$ cat config.mk
export PLATFORM = sky130hd
export DESIGN_NAME = ex_mem_stage_reg
export DESIGN_NICKNAME = d
export VERILOG_FILES = /design/src/rtl/ex_mem_stage_reg.sv
export SDC_FILE = /design/constraint.sdc
export NUM_CORES = 1
export LEC_CHECK = 0
export BUFFER_PORTS_ARGS = -buffer_cell sky130_fd_sc_hd__buf_2
export CAP_MARGIN = 20
export CORE_ASPECT_RATIO = 0.75
export CORE_MARGIN = 2
export CORE_UTILIZATION = 47
export DETAILED_ROUTE_END_ITERATION = 8
export GPL_TIMING_DRIVEN = 1
export PLACE_DENSITY = 0.72
export SYNTH_ARGS = -nofsm -noshare
export SYNTH_HDL_FRONTEND = slang
export SYNTH_SLANG_ARGS = --single-unit
$ cat constraint.sdc
create_clock -name clk -period 1.7 [get_ports clk]
set_input_delay 0.17 -clock clk [delete_from_list [all_inputs] [get_ports clk]]
set_output_delay 0.17 -clock clk [all_outputs]
set_load 0.03 [all_outputs]
$ cat src/rtl/ex_mem_stage_reg.sv
// ex_mem_stage_reg: EX->MEM pipeline boundary with a two-entry skid buffer.
//   Captures the ALU result, store data, rd and the control bundle. The branch
//   condition is resolved from the ALU flags at capture time.
//   The main entry drives every out_* port. The skid entry absorbs one beat
//   when MEM stalls, so in_ready comes straight from a flop.
// Ports:
//   clk, reset (sync, active-low)
//   in_valid/in_ready           : upstream handshake
//   alu_s, alu_c/v/z/n          : ALU result and flags
//   is_branch, br_funct3        : branch qualifier and RISC-V funct3
//   rd_addr, store_data, ctrl_in: side-band fields
//   flush                       : drop every held and incoming beat
//   out_valid/out_ready         : downstream handshake
//   out_result, out_store_data, out_rd_addr, out_ctrl, out_branch_taken
// Optional: `define EX_MEM_STALL_CNT_EN adds stall_cycles[31:0], a saturating
//   count of edges with out_valid=1 and out_ready=0 (cleared by reset only).
module ex_mem_stage_reg #(
  parameter int size   = 32,
  parameter int CTRL_W = 4
) (
  input  logic              clk,
  input  logic              reset,
  input  logic              in_valid,
  output logic              in_ready,
  input  logic [size-1:0]   alu_s,
  input  logic              alu_c,
  input  logic              alu_v,
  input  logic              alu_z,
  input  logic              alu_n,
  input  logic              is_branch,
  input  logic [2:0]        br_funct3,
  input  logic [4:0]        rd_addr,
  input  logic [size-1:0]   store_data,
  input  logic [CTRL_W-1:0] ctrl_in,
  input  logic              flush,
  output logic              out_valid,
  input  logic              out_ready,
  output logic [size-1:0]   out_result,
  output logic [size-1:0]   out_store_data,
  output logic [4:0]        out_rd_addr,
  output logic [CTRL_W-1:0] out_ctrl,
  output logic              out_branch_taken
`ifdef EX_MEM_STALL_CNT_EN
  ,output logic [31:0]      stall_cycles
`endif
);

  typedef struct packed {
    logic [size-1:0]   result;
    logic [size-1:0]   store_data;
    logic [4:0]        rd_addr;
    logic [CTRL_W-1:0] ctrl;
    logic              br_taken;
  } beat_t;

  beat_t main_q, skid_q, in_beat;
  logic  main_valid, skid_valid;
  logic  br_taken, pop, acc;

  // Branch resolution; C=1 means no borrow, so unsigned less-than is ~C.
  always_comb begin
    br_taken = 1'b0;
    if (is_branch) begin
      case (br_funct3)
        3'b000:  br_taken = alu_z;
        3'b001:  br_taken = ~alu_z;
        3'b100:  br_taken = alu_n ^ alu_v;
        3'b101:  br_taken = ~(alu_n ^ alu_v);
        3'b110:  br_taken = ~alu_c;
        3'b111:  br_taken = alu_c;
        default: br_taken = 1'b0;
      endcase
    end
  end

  assign in_beat  = {alu_s, store_data, rd_addr, ctrl_in, br_taken};

  // in_ready depends only on the skid flop and reset, never on out_ready.
  assign in_ready = reset & ~skid_valid;
  assign pop      = main_valid & out_ready;
  assign acc      = in_valid & in_ready & ~flush;

  always_ff @(posedge clk) begin
    if (!reset) begin
      main_valid <= 1'b0;
      skid_valid <= 1'b0;
      main_q     <= '0;
      skid_q     <= '0;
    end else if (flush) begin
      main_valid <= 1'b0;
      skid_valid <= 1'b0;
    end else if (!main_valid || (pop && !skid_valid)) begin
      // Main is free (or drains this edge with nothing behind it).
      main_valid <= acc;
      if (acc) main_q <= in_beat;
    end else if (pop) begin
      // Skid advances to main; main_valid stays set.
      main_q     <= skid_q;
      skid_valid <= acc;
      if (acc) skid_q <= in_beat;
    end else if (acc) begin
      // MEM stalled with main occupied: overflow goes to skid.
      skid_q     <= in_beat;
      skid_valid <= 1'b1;
    end
  end

  assign out_valid        = main_valid;
  assign out_result       = main_q.result;
  assign out_store_data   = main_q.store_data;
  assign out_rd_addr      = main_q.rd_addr;
  assign out_ctrl         = main_q.ctrl;
  assign out_branch_taken = main_q.br_taken;

`ifdef EX_MEM_STALL_CNT_EN
  always_ff @(posedge clk) begin
    if (!reset)
      stall_cycles <= '0;
    else if (main_valid && !out_ready && (stall_cycles != 32'hFFFF_FFFF))
      stall_cycles <= stall_cycles + 32'd1;
  end
`endif

endmodule

# Word-level counts from Yosys, hierarchy flattened
# Cells that the tools add are included.
# classes
n_bitwise	12
n_eq_ne	6
n_mux	7
n_reduce_logical	11
# ops
cell	n
$mux W74	3
$eq A3 B3 Y1 const B	4
$not A1 Y1	7
$pmux W1 S6	1
$reduce_and A3 Y1	2
$and A1 B1 Y1	4
$reduce_bool A2 Y1	2
$eq A3 B1 Y1 const B	1
$logic_not A3 Y1	1
$mux W1	3
$logic_not A1 Y1	2
$ne A2 B2 Y1 const B	1
$reduce_and A2 Y1	1
$reduce_or A2 Y1	1
$logic_and A1 B1 Y1	1
$logic_or A1 B1 Y1	1
$xor A1 B1 Y1	1
# word_totals
wordCells	48
inputBits	86
output_inout_bits	76
ff_bits	150

# Longest topological paths before layout
# depth
depth_word	6
ltp_mapped	7
ltp_nobuf	4

# Least setup slack after synthesis
# OpenSTA, ideal clock, no wires.
# synth_path
path_kind	reg-to-reg
start	register main_valid, in the netlist out_valid
end	register main_q (netlist bit out_ctrl[0])
period_less_slack_ns	1.783
setup_ns	0.088
n_path_buf	3
slack_ns	-0.083
path_stages_with_launch	8
required_time_ns	1.612
arrival_ns	1.694
path_cell_list	dfxtp_1 -> clkbuf_1 -> or2_1 -> a211oi_2 -> buf_6 -> buf_4 -> nor2_1 -> a311oi_2
# synth_via
elab_chain_len	5
word_cells_on_any_way	8
classes_between	eq/ne (1); mux (1); bitwise (1); reduce/logical (5)
# synth_lines
element	line_no	text
start, declared	57	logic main_valid, skid_valid;
start signal, assigned	85	main_valid <= 1'b0;
start signal, assigned	90	main_valid <= 1'b0;
start signal, assigned	94	main_valid <= acc;
$and A1 B1 Y1	80	assign pop = main_valid & out_ready;
$logic_and A1 B1 Y1	92	end else if (!main_valid || (pop && !skid_valid)) begin
$logic_or A1 B1 Y1	92	
$ne A2 B2 Y1 (no line) or $reduce_bool A2 Y1 (tied branches)	-	
$reduce_and A3 Y1 (no line)	-	
end signal, assigned	95	if (acc) main_q <= in_beat;
end signal, assigned	98	main_q <= skid_q;
end, declared	56	beat_t main_q, skid_q, in_beat;
# Parallel ways exist; a longest one is shown, timed or not.
# A chain may end at the register's enable or synchronous reset.

# Final worst setup path
# layout_path
start	register skid_valid
end	register main_q (netlist bit out_result[24])
# layout_via
elab_chain_len	6
word_cells_on_any_way	11
classes_between	eq/ne (1); mux (1); bitwise (4); reduce/logical (5)
# layout_lines
element	line_no	text
start, declared	57	
start signal, assigned	86	skid_valid <= 1'b0;
start signal, assigned	91	skid_valid <= 1'b0;
start signal, assigned	99	skid_valid <= acc;
$not A1 Y1	79	assign in_ready = reset & ~skid_valid;
$and A1 B1 Y1	79	
$and A1 B1 Y1 (2 in a row)	81	assign acc = in_valid & in_ready & ~flush;
$ne A2 B2 Y1 (no line)	-	
$reduce_and A3 Y1 (no line)	-	
# Parallel ways exist; a longest one is shown, timed or not.

==> flow_metrics.tcl <==
set metrics [dict create \
    status "completed" \
    firstDrtPassIters 5 \
    yosys_warnings 0 \
    clockRootBuffer "clkbuf_16" \
    finalCriticalPeriod_ns 1.684 \
    drtAntennaViolNets 0 \
    cts_buffers 17 \
    overflow 0 \
    dpl_cell_area_um2 7134 \
    syn_area_um2 6077 \
    met1_length_um 7990 \
    setup_viol 0 \
    drtIter0Drc 603 \
    syn_inst 767 \
    grt_max_degree 63 \
    route.met3.wl_um 1094 \
    fin_skew_ns 0.009921 \
    worst_setup_path_end_kind "register" \
    clkPwrFrac_pct 43.2 \
    die_w_um 135.3 \
    synth.area.top_cells "dfxtp_1, nand2_1, a311oi_1" \
    drv_slew 0 \
    dp_hpwl_um 10270 \
    n_fill_cell 1045 \
    grt_pass1_vias 5158 \
    start_kind "register" \
    highest_layer "met4" \
    pwr-share-comb_pct 12.7 \
    worst_ep_arrival_time_ns 1.98 \
    crit_fanout 15 \
    coreArea_um2 12440 \
    post-route-period-util_pct 99.06 \
    syn_area_per_cell_um2 7.923 \
    synth_nets 853 \
    synth_top_area_share_pct 49.41 \
    cts_sinks 150 \
    die_area_um2 13860 \
    internal-power_mw 6.225 \
    p_per_area_nw_per_um2 1009 \
    totalWireLength_um 17500 \
    hold_violations 0 \
    tightest_slew_ns 0.4627 \
    grt_pass1_wl_um 25470 \
    p_leak_nw 3.324 \
    fin_nets 1026 \
    vias_per_cell 5.411 \
    cts_max_level 4 \
    ys_ff_latch 150 \
    timing_worst_setup_path_type "reg -> reg" \
    die_h_um 102.5 \
    wl_per_cell_um 15.65 \
    fp-row-count 35 \
    post-synth-top-area-cell "dfxtp_1" \
    power_frac_seq_pct 44.1 \
    maxCapViolCount 0 \
    peakVddDrop_uv 708.6 \
    portBuffers 161 \
    seq_area_frac_synth_pct 49.41 \
    grt_usage_pct 23.06 \
    clockBufferDepth 2 \
    final_area_um2 8274 \
    wl_met2_um 8231 \
    clk_latency_ns 0.40 \
    final_layout_size_suffix_gt1_share_pct 27.84 \
    holdWs_ns 0.01571 \
    yosys.cell_types.count 28 \
    via_count 6050 \
    areaGrowthSynthToFinish_pct 36.15 \
    relSlewSlack_pct 69.15 \
    io_pins 162 \
    swShare_pct 25.45 \
    fmax_mhz 593.8 \
    cp.required_ns 2.00 \
    drc_errors 0 \
    power.switching_mw 2.125 \
    clk_pin_slew_worst_paths_ns 0.06 \
    hold_path.class "in -> reg" \
    cts_tree "built" \
    antenna_found_initial 0 \
    diodes 0 \
    routabilityCongestion 0.7602 \
    start_util_pct 48.86 \
]
==> cells in the final DEF, fill, tap and decap left out, types with 2 or more instances in the layout <==
| cell type | synthesis | layout |
|---|---|---|
| clkinv_4 | 0 | 2 |
| buf_2 | 20 | 161 |
| dfxtp_1 | 150 | 148 |
| clkbuf_16 | 0 | 27 |
| clkinv_2 | 0 | 4 |
| nand2_1 | 223 | 222 |
| buf_6 | 4 | 5 |
| buf_12 | 0 | 12 |
| clkinvlp_4 | 0 | 3 |
| bufinv_16 | 0 | 2 |
| nand2b_1 | 3 | 2 |
| dfxtp_4 | 0 | 2 |
| o21ai_0 | 3 | 3 |
| nor3b_1 | 2 | 2 |
| a21oi_1 | 77 | 77 |
| buf_4 | 2 | 24 |
| a311oi_2 | 9 | 9 |
| nor2_1 | 74 | 74 |
| nand3_1 | 75 | 74 |
| dlygate4sd3_1 | 0 | 12 |
| a311oi_1 | 64 | 64 |
| buf_8 | 0 | 4 |
==> cells in the mapped netlist, drive strengths merged <==
cell type,count
nor4bb,1
a311oi,73
nand2,223
and3,1
nor2b,1
nand2b,3
nor2,74
or2,1
buf,29
nor3b,2
a31oi,1
a22o,1
o21ai,3
nand3,75
xnor3,1
a221oi,1
a211oi,1
clkbuf,45
o2111ai,1
dfxtp,150
a21oi,77
inv,2
o2bb2ai,1
==> per-stage QoR <==
stage | setup WS (ns) | instances | TNS [ns] | utilization (%) | power [mW]
final | 0.01602 | 1118 | 0 | 66.53 | 8.350
after floorplan | 0.03222 | 767 | 0 | - | 4.326
after detailed placement | 0.03364 | 1050 | 0 | 57.36 | 4.692
after global placement | 0.05487 | 1050 | 0 | 57.36 | 4.683
after CTS | 0.01023 | 1091 | 0 | 62.82 | 8.291
after global routing | -0.01971 | 1118 | -0.03278 | 66.53 | 8.683
==> critical path, cell delays in order (launching register included) <==
cell	delay, ns
dfxtp_4	0.36
or2_4	0.24
a211oi_4	0.27
buf_6	0.15
buf_8	0.11
buf_12	0.13
nor2_1	0.04
a311oi_1	0.27
==> per-layer routing <==
metal,up-vias,global-route usage [%]
li1,3000,-
met1,2837,32.86
met2,201,35.49
met3,12,4.812
met4,0,6.891
met5,-,0
==> cell families after synthesis <==
group | after synthesis | share of synthesized area [%]
buffers and inverters | 76 | 5.744
DFF | 150 | 49.41
AOI/OAI and AO/OA | 159 | 18.92
and+or+nand+nor | 381 | 25.55
xor gates and xnor gates | 1 | 0.3706
==> registers in the layout, summed over array words and instances (netlist names) <==
signal	count
skid_q	74
out_rd_addr	5
out_valid	1
out_branch_taken	1
skid_valid	1
out_store_data	32
out_result	32
out_ctrl	4
==> power groups by stage <==
stage,Clock [mW],Combinational (mW),Sequential (mW)
2_1_floorplan,0,0.380,3.95
3_3_place_gp,0,0.922,3.76
3_5_place_dp,0,0.932,3.76
4_1_cts,3.65,0.951,3.68
5_1_grt,3.85,1.14,3.69
6_report,3.61,1.06,3.68
==> layout make-up <==
| class | count | area, um2 | share of cell area (%) |
|---|---|---|---|
| clock buffers | 19 | 442.9 | 5.353 |
| flip-flops and latches | 150 | 3010 | 36.38 |
| inverters | 2 | 10.01 | 0.1210 |
| repair buffers | 228 | 1713 | 20.70 |
| clock inverters | 12 | 128.9 | 1.558 |
| well taps | 166 | 207.7 | 2.510 |
| multi-input cells | 541 | 2761 | 33.37 |
==> repair_timing <==
| action | in CTS | in global routing |
|---|---|---|
| hold buffers | 10 | 2 |
| resized for setup | 1 | 25 |
| buffers inserted | 0 | 15 |
| setup endpoints to repair | 2 | 98 |
| gates cloned | 0 | 11 |
| endpoints found under the hold margin | 10 | 2 |
| pin swaps | 0 | 26 |
==> path summary, 6_finish.rpt <==
path / to / start / cells after the start / slack, ns
max: out_result[24]$_SDFFE_PN0P_ / skid_valid$_SDFFE_PP0P_ / 7 / 0.02
min reg2reg: skid_q[0]$_SDFFE_PN0P_ / skid_q[0]$_SDFFE_PN0P_ / 2 / 0.45
min: skid_q[30]$_SDFFE_PN0P_ / store_data[20] / 3 / 0.02
max reg2reg: out_result[24]$_SDFFE_PN0P_ / skid_valid$_SDFFE_PP0P_ / 7 / 0.02
Note: power is estimated with default switching activity, not from simulation.
